$ cat config.mk
export PLATFORM = sky130hd
export DESIGN_NAME = mc_input_buffer
export DESIGN_NICKNAME = d
export VERILOG_FILES = /design/src/rtl/mc_input_buffer.sv
export SDC_FILE = /design/constraint.sdc
export NUM_CORES = 1
export LEC_CHECK = 0
export ABC_AREA = 0
export CAP_MARGIN = 20
export CORE_AREA = 2 2 276 278
export CTS_BUF_LIST = sky130_fd_sc_hd__clkbuf_16
export DETAILED_ROUTE_END_ITERATION = 8
export DIE_AREA = 0 0 278 280
export PLACE_DENSITY_LB_ADDON = 0.3
export SETUP_SLACK_MARGIN = 0.05
export SKIP_LAST_GASP = 1
export SYNTH_ARGS = -nofsm -noshare
export SYNTH_HDL_FRONTEND = slang
export SYNTH_SLANG_ARGS = --single-unit
$ cat constraint.sdc
create_clock -name fifo_clk -period 3.32 [get_ports fifo_clk]
set_input_delay 0.332 -clock fifo_clk [delete_from_list [all_inputs] [get_ports fifo_clk]]
set_output_delay 0.332 -clock fifo_clk [all_outputs]
set_load 0.01 [all_outputs]
$ cat src/rtl/mc_input_buffer.sv
// rtl/mc_input_buffer.sv - multicast router input-buffer bank: per-port unicast lane plus optional multicast lane
//
// mc_input_buffer_lane: one show-ahead FIFO lane.
//   clk, rst          clock and synchronous active-high reset
//   wr_req, wr_data   write request targeting this lane and its flit
//   rd_req            pop request (ignored while empty)
//   data_out          head entry, 0 while empty
//   valid_out, full, afull, count  occupancy state
//   drop              write request refused this cycle (full, no pop)
//
// mc_input_buffer: NPORTS input ports, each steered by flit bit 0 into a
// unicast lane or, where MCAST_MASK enables it, a multicast lane.
//   fifo_clk, rst     clock and synchronous active-high reset
//   data_in/valid_in  incoming flit per port
//   ready_u/ready_m   pop requests per lane
//   data_out_*, valid_out_*, full_*, afull_*, count_*  lane state per port
//   ovf_err           sticky per-port dropped-flit flag

module mc_input_buffer_lane #(
    parameter int DEPTH       = 4,
    parameter int DATASIZE    = 30,
    parameter int AFULL_LEVEL = 3,
    parameter int CW          = $clog2(DEPTH + 1)
) (
    input  logic                clk,
    input  logic                rst,
    input  logic                wr_req,
    input  logic [DATASIZE-1:0] wr_data,
    input  logic                rd_req,
    output logic [DATASIZE-1:0] data_out,
    output logic                valid_out,
    output logic                full,
    output logic                afull,
    output logic [CW-1:0]       count,
    output logic                drop
);
    localparam int PW = $clog2(DEPTH);

    logic [DATASIZE-1:0] mem [DEPTH];
    logic [PW-1:0]       wp;
    logic [PW-1:0]       rp;
    logic [CW-1:0]       cnt;
    logic                pop;
    logic                accept;

    assign valid_out = (cnt != '0);
    assign full      = (cnt == CW'(DEPTH));
    assign afull     = (cnt >= CW'(AFULL_LEVEL));
    assign count     = cnt;

    // A pop frees the slot in the same cycle, so a full lane can still take
    // a write (write-through). An empty lane never bypasses write to read.
    assign pop    = rd_req & valid_out;
    assign accept = wr_req & (~full | pop);
    assign drop   = wr_req & full & ~pop;

    assign data_out = valid_out ? mem[rp] : '0;

    always_ff @(posedge clk) begin
        if (rst) begin
            wp  <= '0;
            rp  <= '0;
            cnt <= '0;
        end else begin
            if (accept) wp <= wp + PW'(1);
            if (pop)    rp <= rp + PW'(1);
            cnt <= cnt + CW'(accept) - CW'(pop);
        end
    end

    // Storage is deliberately left out of reset; only the pointers matter.
    always_ff @(posedge clk) begin
        if (!rst && accept) mem[wp] <= wr_data;
    end
endmodule

module mc_input_buffer #(
    parameter int                NPORTS      = 5,
    parameter int                DEPTH       = 4,
    parameter int                DATASIZE    = 30,
    parameter logic [NPORTS-1:0] MCAST_MASK  = 5'b01001,
    parameter int                AFULL_LEVEL = 3,
    localparam int               CW          = $clog2(DEPTH + 1)
) (
    input  logic                         fifo_clk,
    input  logic                         rst,
    input  logic [NPORTS*DATASIZE-1:0]   data_in,
    input  logic [NPORTS-1:0]            valid_in,
    input  logic [NPORTS-1:0]            ready_u,
    input  logic [NPORTS-1:0]            ready_m,
    output logic [NPORTS*DATASIZE-1:0]   data_out_u,
    output logic [NPORTS-1:0]            valid_out_u,
    output logic [NPORTS-1:0]            full_u,
    output logic [NPORTS-1:0]            afull_u,
    output logic [NPORTS*CW-1:0]         count_u,
    output logic [NPORTS*DATASIZE-1:0]   data_out_m,
    output logic [NPORTS-1:0]            valid_out_m,
    output logic [NPORTS-1:0]            full_m,
    output logic [NPORTS-1:0]            afull_m,
    output logic [NPORTS*CW-1:0]         count_m,
    output logic [NPORTS-1:0]            ovf_err
);
    for (genvar i = 0; i < NPORTS; i++) begin : g_port
        logic [DATASIZE-1:0] flit;
        logic                to_m;
        logic                drop_u;
        logic                drop_m;
        logic                ovf_q;

        assign flit = data_in[i*DATASIZE +: DATASIZE];
        // Multicast-flagged flits fall back to unicast on ports without a multicast lane.
        assign to_m = flit[0] & MCAST_MASK[i];

        mc_input_buffer_lane #(
            .DEPTH(DEPTH), .DATASIZE(DATASIZE), .AFULL_LEVEL(AFULL_LEVEL), .CW(CW)
        ) u_lane_u (
            .clk       (fifo_clk),
            .rst       (rst),
            .wr_req    (valid_in[i] & ~to_m),
            .wr_data   (flit),
            .rd_req    (ready_u[i]),
            .data_out  (data_out_u[i*DATASIZE +: DATASIZE]),
            .valid_out (valid_out_u[i]),
            .full      (full_u[i]),
            .afull     (afull_u[i]),
            .count     (count_u[i*CW +: CW]),
            .drop      (drop_u)
        );

        if (MCAST_MASK[i]) begin : g_m
            mc_input_buffer_lane #(
                .DEPTH(DEPTH), .DATASIZE(DATASIZE), .AFULL_LEVEL(AFULL_LEVEL), .CW(CW)
            ) u_lane_m (
                .clk       (fifo_clk),
                .rst       (rst),
                .wr_req    (valid_in[i] & to_m),
                .wr_data   (flit),
                .rd_req    (ready_m[i]),
                .data_out  (data_out_m[i*DATASIZE +: DATASIZE]),
                .valid_out (valid_out_m[i]),
                .full      (full_m[i]),
                .afull     (afull_m[i]),
                .count     (count_m[i*CW +: CW]),
                .drop      (drop_m)
            );
        end else begin : g_no_m
            logic unused_ready_m;
            assign unused_ready_m                     = ready_m[i];
            assign data_out_m[i*DATASIZE +: DATASIZE] = '0;
            assign valid_out_m[i]                     = 1'b0;
            assign full_m[i]                          = 1'b0;
            assign afull_m[i]                         = 1'b0;
            assign count_m[i*CW +: CW]                = '0;
            assign drop_m                             = 1'b0;
        end

        always_ff @(posedge fifo_clk) begin
            if (rst)                  ovf_q <= 1'b0;
            else if (drop_u | drop_m) ovf_q <= 1'b1;
        end

        assign ovf_err[i] = ovf_q;
    end
endmodule

==> run summary <==
Worst hold endpoint -> g_port[4].ovf_q
Largest net degree at the start of global routing -> 44
Status -> finished clean
Seq/Total Area, Yosys -> 72.98%
Post-route clock skew -> 0.02725 ns
DR WL/cell -> 22.24 um
Fin crit share -> 93.75%
CTS root buffer -> clkbuf_16
R2R Setup Slk -> 1.02 ns
Most common cell in the netlist -> edfxtp_1
Vias/cell -> 5.272
GRT Util Overall -> 19.41%
Pre-Repair DR Iteration Count -> 5
P_leak -> 14.72 nW
Final hold vios -> 0
Top cell type's share of synthesized area -> 69.25%
Worst Setup End Kind -> primary output
Synth Register Bits -> 908
Critical path's slowest cell -> dfxtp_2
Final Wtd Congestion -> 0.7543
Distinct cell type count after synthesis -> 42
Ys Warns -> 0
R2r worst-path depth -> 8
Asr flop ratio synth -> 0%
Final nets -> 2572
Hold Crit Start -> rst
TNS Setup -> 0 ns
Initial drt markers -> 1178
Crit path time final -> 3.113 ns
Vias in the first global route -> 18930
Commonest cells in the netlist -> 840 x edfxtp_1, 212 x nor2b_1, 210 x mux4_2
Peak supply drop -> 484.5 uV
PD cells -> 767.4 nW/um^2
Core box area -> 75190 um^2
Final Power -> 34.22 mW
Reg clk slew, reported paths -> 0.06 ns
Syn_area_per_cell -> 19.41 um^2
Number of enable flip-flop cells after synthesis -> 840
Num CTS Buffers -> 93
Top FF cell, synth -> edfxtp_1
Area growth, synth to finish -> 22.42%
Area leader, netlist -> edfxtp_1
Slowest cell delay on critical path -> 0.60 ns
Max Slew Vio Count -> 0
Fin util -> 59.31%
CTS sink cnt -> 908
Critical path type -> register to primary output
Max transition margin -> 55.08%
Max-Cap Viols -> 0
Cell row count -> 101
CTS tree -> yes
Hold WC Path Type -> input port to register
Initial Util -> 48.44%
Die area -> 77840 um^2
I/O Pins -> 532
DRC violations left -> 0
Area contributors post-synth -> edfxtp_1 69%, mux4_2 13%, dfxtp_1 3.7%
First-pass GRT wire length -> 114100 um
RSZ-0062 raised after global routing -> false
Routed wire length -> 75680 um
Post-DP HPWL -> 46590 um
Reg2reg start -> g_port[0].g_m.u_lane_m.count[1]
# setup viols final -> 0
# H-tree levels -> 3
Chip width -> 278 um
Critical R2R Capture -> g_port[0].g_m.u_lane_m.count[2]
Share of layout cells above drive strength 1 -> 18.32%
Count of input and output buffers -> 420
Latest clock arrival within the worst-skew pair -> 0.65 ns
Crit-path cells -> buf_4, mux4_2, and2b_1, clkdlybuf4s50_1
Syn Std Cell Area -> 36430 um^2
Hold path depth -> 2
FMAX -> 0.3213 GHz
Die Y -> 280 um
Startpoint Class -> register
GRT overflow -> 0
WP data required -> 2.99 ns
Maximum buffer depth of the clock tree -> 3
CP Data Arrival Time -> 2.78 ns
Slew @ Worst Pin -> 0.6738 ns
Worst-path fanout max -> 12
Vias -> 17940
Gate Count Post-Synth -> 1877
Routed Antenna Nets -> 0
Initial antenna violation count -> 5
==> how the worst max path moves through the flow <==
stage | from | end | cells after the start
finish | register | data_out_u[44] | 4
global route | register | data_out_u[44] | 4
CTS | register | data_out_u[106] | 4
detailed placement | data_in[0] | g_port[0].u_lane_u.mem[1][0] | 5
global placement | data_in[0] | g_port[0].u_lane_u.mem[1][5] | 5
floorplan | g_port[1].u_lane_u.count[1] | g_port[1].u_lane_u.mem[0][0] | 3
==> worst max-delay path, delay by kind of cell (launching register included) <==
kind / cells / cell delay, ns
multiplexers: 1 / 0.55
AND/OR/NAND/NOR: 1 / 0.17
buffers and inverters: 2 / 0.82
flip-flops: 1 / 0.60
==> registers in the layout, summed over array words and instances (netlist names), named ones only <==
register and cells:
g_port.u_lane_u.rp 10, g_port.u_lane_u.count 15, g_port.ovf_q 5, g_port.g_m.u_lane_m.rp 4, g_port.g_m.u_lane_m.wp 4, g_port.g_m.u_lane_m.mem 240
g_port.u_lane_u.wp 10, g_port.g_m.u_lane_m.count 6, g_port.u_lane_u.mem 600
==> kinds of logic after synthesis <==
kind of cell    after synthesis  synth area share, %
mux                         219                13.28
fa+ha+maj                    54                1.999
compound gates               52               0.7900
other cells                   1              0.01029
simple gates                365                6.255
xor+xnor                     14               0.3366
flops                       908                72.98
buf+inv                     264                4.345
==> power by group <==
group	switching, mW	internal (mW)
logic	4.85	5.64
clock network	4.24	5.83
registers	0.604	13.0
total	9.70	24.5
==> layout make-up <==
| class | instances | area [um^2] |
|---|---|---|
| Inverter | 56 | 210.2 |
| Clock buffer | 95 | 2377 |
| Antenna cell | 1 | 2.502 |
| Sequential cell | 908 | 26600 |
| Timing Repair Buffer | 480 | 4790 |
| Multi-Input combinational cell | 812 | 8782 |
| Fill cell | 5426 | 30600 |
| Tap cell | 978 | 1224 |
| Clock inverter | 73 | 611.8 |
==> metrics by stage <==
step	instance area [um^2]	cells	setup slack, ns	hold slack (ns)
2_1_floorplan	36840	1984	-0.3051	0.4309
3_3_place_gp	41600	3234	0.7841	0.4591
3_5_place_dp	41600	3234	0.6958	0.4600
4_1_cts	44590	3402	0.06101	0.1772
5_1_grt	44590	3402	0.05299	0.2181
6_report	44590	3403	0.2075	0.2256
==> cell usage in the layout (no fill, tap or decap), types with 3 or more instances in the layout <==
| cell type | count |
|---|---|
| nor2b_1 | 212 |
| bufinv_16 | 8 |
| ha_1 | 47 |
| a21oi_1 | 22 |
| nor2_1 | 47 |
| and2b_1 | 9 |
| buf_12 | 11 |
| clkinv_1 | 27 |
| o31ai_1 | 7 |
| fa_1 | 7 |
| nor3_1 | 11 |
| o21ai_0 | 21 |
| nor3_4 | 7 |
| dfxtp_1 | 61 |
| and2_1 | 16 |
| clkdlybuf4s50_1 | 419 |
| xnor2_1 | 3 |
| clkinvlp_4 | 3 |
| inv_1 | 68 |
| or3_1 | 8 |
| nor4b_4 | 3 |
| mux4_2 | 210 |
| buf_4 | 50 |
| dfxtp_2 | 6 |
| nor3b_4 | 3 |
| mux2_4 | 3 |
| conb_1 | 108 |
| nand2_1 | 16 |
| mux2i_1 | 4 |
| nand2b_1 | 9 |
| nor4b_2 | 4 |
| clkbuf_16 | 95 |
| nor3b_2 | 9 |
| xor2_1 | 11 |
| clkinv_2 | 13 |
| inv_2 | 3 |
| edfxtp_1 | 840 |
==> metal layers <==
metal	track usage [%]	vias up	share of wire, %
met3	4.663	95	6.3
li1	-	7982	-
met4	5.613	10	1.9
met1	24.35	9350	40
met5	0	-	0.089
met2	33.71	502	52
==> repair_timing <==
item                       4_1_cts  5_1_grt
setup endpoints to repair        0       14
hold buffers                     0        0
resized for setup                0        1
setup buffers                    0        0
Note: power is estimated with default switching activity, not from simulation.
